File: src/rtl/instr_encoder.sv
// MIPS field-set encoder feeding a small FIFO that streams words into
// instruction memory at an auto-incrementing (loadable) word address.
module instr_encoder #(
  parameter int DEPTH     = 4,
  parameter int ADDR_W    = 8,
  parameter int BASE_ADDR = 0
) (
  input  logic              clk_i,
  input  logic              rst_i,
  input  logic              in_valid_i,
  output logic              in_ready_o,
  input  logic [3:0]        in_kind_i,
  input  logic [4:0]        in_rs_i,
  input  logic [4:0]        in_rt_i,
  input  logic [4:0]        in_rd_i,
  input  logic [4:0]        in_shamt_i,
  input  logic [5:0]        in_funct_i,
  input  logic [15:0]       in_imm_i,
  input  logic              load_en_i,
  input  logic [ADDR_W-1:0] load_addr_i,
  output logic              mem_we_o,
  output logic [ADDR_W-1:0] mem_addr_o,
  output logic [31:0]       mem_data_o,
  input  logic              mem_ready_i,
  output logic              err_o,
  output logic [15:0]       count_o
);

  localparam int PTR_W = $clog2(DEPTH);
  localparam logic [PTR_W:0] FULL_OCC = (PTR_W+1)'(DEPTH);

  logic [31:0]       fifoMem [DEPTH];
  logic [PTR_W-1:0]  wrPtrReg, rdPtrReg;
  logic [PTR_W:0]    occReg;
  logic [ADDR_W-1:0] addrReg;
  logic [15:0]       countReg;
  logic              errReg;

  logic        kindLegal;
  logic [5:0]  opcode;
  logic [31:0] encWord;
  logic        accept, push, pop;

  always_comb begin
    kindLegal = 1'b1;
    opcode    = 6'b000000;
    case (in_kind_i)
      4'd0: opcode = 6'b000000;
      4'd1: opcode = 6'b001000;
      4'd2: opcode = 6'b001010;
      4'd3: opcode = 6'b100011;
      4'd4: opcode = 6'b101011;
      4'd5: opcode = 6'b000100;
      4'd6: opcode = 6'b000101;
      4'd7: opcode = 6'b000001;
      4'd8: opcode = 6'b000111;
      default: kindLegal = 1'b0;
    endcase
    if (in_kind_i == 4'd0)
      encWord = {opcode, in_rs_i, in_rt_i, in_rd_i, in_shamt_i, in_funct_i};
    else
      encWord = {opcode, in_rs_i, in_rt_i, in_imm_i};
  end

  // Ready is judged on current occupancy only; a same-cycle pop never frees a slot early.
  assign in_ready_o = (occReg != FULL_OCC) && !rst_i;
  assign mem_we_o   = (occReg != '0) && !rst_i;
  assign mem_addr_o = addrReg;
  assign mem_data_o = fifoMem[rdPtrReg];
  assign err_o      = errReg;
  assign count_o    = countReg;

  assign accept = in_valid_i && in_ready_o;
  assign push   = accept && kindLegal;
  assign pop    = mem_we_o && mem_ready_i;

  genvar gi;
  generate
    for (gi = 0; gi < DEPTH; gi++) begin : gStore
      always_ff @(posedge clk_i) begin
        if (push && (wrPtrReg == PTR_W'(gi)))
          fifoMem[gi] <= encWord;
      end
    end
  endgenerate

  always_ff @(posedge clk_i) begin
    if (rst_i) begin
      wrPtrReg <= '0;
      rdPtrReg <= '0;
      occReg   <= '0;
      addrReg  <= ADDR_W'(BASE_ADDR);
      countReg <= '0;
      errReg   <= 1'b0;
    end else begin
      if (push) wrPtrReg <= wrPtrReg + PTR_W'(1);
      if (pop) begin
        rdPtrReg <= rdPtrReg + PTR_W'(1);
        countReg <= countReg + 16'd1;
      end
      case ({push, pop})
        2'b10:   occReg <= occReg + (PTR_W+1)'(1);
        2'b01:   occReg <= occReg - (PTR_W+1)'(1);
        default: occReg <= occReg;
      endcase
      // A load wins over the increment; the popping word already used the old address.
      if (load_en_i)  addrReg <= load_addr_i;
      else if (pop)   addrReg <= addrReg + ADDR_W'(1);
      if (accept && !kindLegal) errReg <= 1'b1;
    end
  end

endmodule
File: config.mk
export PLATFORM = sky130hd
export DESIGN_NAME = instr_encoder
export DESIGN_NICKNAME = d
export VERILOG_FILES = /design/src/rtl/instr_encoder.sv
export SDC_FILE = /design/constraint.sdc
export NUM_CORES = 1
export LEC_CHECK = 0
export ABC_AREA = 1
export BUFFER_PORTS_ARGS = -buffer_cell sky130_fd_sc_hd__buf_4
export CORE_MARGIN = 2
export CORE_UTILIZATION = 60
export CTS_CLUSTER_DIAMETER = 30
export DETAILED_ROUTE_END_ITERATION = 6
export PLACE_DENSITY = 0.92
export SETUP_SLACK_MARGIN = 0.02
export SYNTH_ARGS = -nofsm -noshare
export SYNTH_HDL_FRONTEND = slang
export SYNTH_SLANG_ARGS = --single-unit
export TNS_END_PERCENT = 1
File: constraint.sdc
create_clock -name clk_i -period 5.65 [get_ports clk_i]
set_clock_uncertainty 0.1 [all_clocks]
set_input_delay 1.13 -clock clk_i [delete_from_list [all_inputs] [get_ports clk_i]]
set_output_delay 1.13 -clock clk_i [all_outputs]
set_load 0.1 [all_outputs]
==> impl_results.md <==
* Avg WL per Cell at 18.1 um
* Pin count of the biggest net entering global routing at 64
* Vias in the first global route at 5,048
* Root Driver: sky130_fd_sc_hd__clkbuf_16
* Maximum clock frequency at 214 MHz
* Number of max-slew violations in the final report at 0
* Number of warnings printed during yosys synthesis at 0
* Register-to-register setup slack at 3.25 ns
* Final core area utilization at 0.762
* Ports placed on the boundary at 118
* Ratio of total power to cell area at 350 mW/mm2
* CTS Sinks at 158
* Setup violations, final at 0
* Synthesized cell area at 0.00676 mm2
* Type of destination of the critical path: output port
* Drt initial violations at 521
* Gr ovfl total at 0
* Final sum of negative setup slack at 0 ns
* Standard-cell row count at 38
* Share of final-layout standard cells stronger than drive strength 1 at 0.251
* Setup repair bufs after CTS at 0
* Layout Nets at 795
* Mean instance size in the synthesized netlist at 10.9 um2
* Die W at 110 um
* Synthesized net count at 686
* Number of nets with antenna violations after routing at 0
* Starting Density at 0.618
* Detailed-route wire length at 15,900 um
* Post-Place Setup Slack at 1.53 ns
* Minimum hold slack at 0.358 ns
* Maximum level of the CTS H-tree at 4
* First-pass GRT wire length at 24,200 um
* Number of library cell types mapped by synthesis at 38
* Residual DRC count at 0
* Clk Latency, worst-skew pair at 0.42 ns
* CP required at 4.42 ns
* Area grow syn2layout at 23.4%
* Die extent in y at 110 um
* DP Wirelength at 9750 um
* Number of antenna violations at the first check in global routing at 0
* Number of vias in the routed layout at 5,158
* CTS buffer count at 17
* Maximum buffer depth of the clock tree at 2
* Critical R2R Launch: occReg[0]$_SDFFE_PP0P_
* IO buf count at 116
* RSZ-0062 raised after global routing: no
* Yosys reg bits at 158
* Startpoint Class: flop
* Maximum net fanout on the critical path at 63
* Final RePlAce weighted congestion at 0.843
* Die Area at 0.0121 mm2
* Final count of hold timing violations at 0
* CTS-repair resized insts at 0
* Fraction of the yosys area taken by sequential cells at 0.652
* Reg-to-Reg End: occReg[2]$_SDFFE_PP0P_
* Class of the tightest hold or removal check: reg2reg
* Tightest slew margin relative to the limit at 0.280
* Worst hold path depth at 2
* Instance count of the mapped netlist at 619
* Result of the run: completed
* Critical path data arrival time at 3.43 ns
* Slew at the pin closest to its max-slew limit at 1.08 ns
* Number of cell instances on the worst register-to-register path at 11
* IR drop worst, VDD at 215 uV
* First-pass iteration count of the detailed router at 5
* Ratio of routed vias to standard cells at 5.85
* Critical path start-end classification: reg2out
* Placed cell area at 0.00771 mm2
* Leakage power figure at 3.22 nW
* Number of hold buffers added after CTS at 0
* Time the worst path needs with I/O delays and setup at 4.66 ns
* Final Instance Area at 0.00833 mm2
* Worst-path clk slew at 0.06 ns
* Area inside the core boundary at 0.0109 mm2
* Final setup margin at 0.987 ns
* MaxCap Viol Count at 0
* All-Layer GR Usage at 0.267
* Diodes inserted at 0
* TritonCTS clock tree: built
* Fraction of the cycle the final worst path needs at 0.825
* End point of the critical path: mem_data_o[31]
## cell families (layout without fill, tap and decap cells)
| logic type | Yosys count | count (layout) | synth area share |
|---|---|---|---|
| DFF | 158 | 158 | 0.652 |
| xor gates and xnor gates | 4 | 4 | 0.00519 |
| AOI/OAI and AO/OA | 136 | 136 | 0.109 |
| muxes | 16 | 16 | 0.0322 |
| and+or+nand+nor | 224 | 224 | 0.142 |
| other | 1 | 1 | 0.000555 |
| buffers and inverters | 72 | 194 | 0.0437 |
| adders and majority gates | 8 | 8 | 0.0159 |
## per-layer routing
| metal | share of wire | vias to the layer above | track usage |
|---|---|---|---|
| met2 | 0.51 | 253 | 0.468 |
| met1 | 0.40 | 2487 | 0.319 |
| met4 | 0.023 | 0 | 0.113 |
| li1 | - | 2382 | - |
| met3 | 0.070 | 36 | 0.0547 |
| met5 | 0 | - | 0 |
## worst min-delay path by stage
stage                             start                        to
2_1_floorplan  rdPtrReg[1]$_SDFFE_PP0P_                      flop
3_3_place_gp   rdPtrReg[1]$_SDFFE_PP0P_  rdPtrReg[1]$_SDFFE_PP0P_
3_5_place_dp         err_o$_SDFFE_PP0P_        err_o$_SDFFE_PP0P_
4_1_cts              err_o$_SDFFE_PP0P_        err_o$_SDFFE_PP0P_
5_1_grt              err_o$_SDFFE_PP0P_        err_o$_SDFFE_PP0P_
6_report             err_o$_SDFFE_PP0P_        err_o$_SDFFE_PP0P_
## power breakdown
group	total, mW	leakage (nW)	internal, mW	switching (mW)
registers	1.30	1.40	1.28	0.0223
logic	0.416	1.52	0.102	0.314
clock network	1.20	0.304	0.740	0.457
total	2.91	3.22	2.12	0.793
## area by class of cell
| cell class | instances | area (um2) |
|---|---|---|
| Clock inverter | 14 | 190 |
| Clock buffer | 18 | 429 |
| Multi-Input combinational cell | 389 | 2090 |
| Inverter | 45 | 169 |
| Fill cell | 673 | 2600 |
| Tap cell | 140 | 175 |
| Sequential cell | 158 | 4410 |
| Timing Repair Buffer | 117 | 878 |
## through the flow
step / std cells / power [mW]
final: 881 / 2.91
after global routing: 881 / 2.99
after CTS: 881 / 2.91
after detailed placement: 849 / 1.73
after global placement: 849 / 1.72
after floorplan: 619 / 1.62
## cell usage after synthesis (all sizes together)
master	count	share of area
and3	1	0.00093
nor3	1	0.00074
conb	1	0.00056
buf	9	0.0087
a31oi	1	0.00093
nor3b	2	0.0022
dfxtp	34	0.10
o21ai	76	0.056
a21o	1	0.0011
fa	1	0.0030
nand4	6	0.0056
xnor2	2	0.0026
mux2	16	0.032
o211a	1	0.0015
a21oi	25	0.019
inv	44	0.024
ha	7	0.013
edfxtp	124	0.55
clkinv	1	0.00056
o22ai	31	0.029
clkbuf	18	0.010
nor2	113	0.067
o21bai	1	0.0011
nand2	82	0.048
xor2	2	0.0026
nand3	19	0.018
## cells in the final DEF, fill, tap and decap left out, types with 3 or more instances in the layout
cell type	count
sky130_fd_sc_hd__dfxtp_1	33
sky130_fd_sc_hd__clkbuf_16	17
sky130_fd_sc_hd__o21ai_0	72
sky130_fd_sc_hd__edfxtp_1	124
sky130_fd_sc_hd__nor2_2	5
sky130_fd_sc_hd__nand2_1	78
sky130_fd_sc_hd__inv_1	40
sky130_fd_sc_hd__mux2_2	6
sky130_fd_sc_hd__mux2_4	10
sky130_fd_sc_hd__nor2_4	6
sky130_fd_sc_hd__nor2_1	102
sky130_fd_sc_hd__clkinv_4	3
sky130_fd_sc_hd__nand2_2	3
sky130_fd_sc_hd__inv_2	4
sky130_fd_sc_hd__o22ai_1	31
sky130_fd_sc_hd__ha_1	7
sky130_fd_sc_hd__a21oi_1	24
sky130_fd_sc_hd__nand3_1	17
sky130_fd_sc_hd__clkinv_2	3
sky130_fd_sc_hd__buf_4	117
sky130_fd_sc_hd__nand4_1	6
sky130_fd_sc_hd__o21ai_1	4
sky130_fd_sc_hd__bufinv_16	4
## critical path, stage by stage, from the launching register on
cell and delay (ns):
sky130_fd_sc_hd__dfxtp_2 1.04, sky130_fd_sc_hd__clkinv_1 0.81, sky130_fd_sc_hd__buf_4 0.49, sky130_fd_sc_hd__o21ai_0 0.23, sky130_fd_sc_hd__o22ai_1 0.15, sky130_fd_sc_hd__buf_4 0.26
## registers in the layout, indices dropped and copies added (netlist names), named ones only
| register | cells |
|---|---|
| fifoMem | 124 |
| count_o | 16 |
| mem_addr_o | 8 |
| occReg | 3 |
| rdPtrReg | 2 |
| wrPtrReg | 2 |
| err_o | 1 |
(Power assumes the default switching activity.)
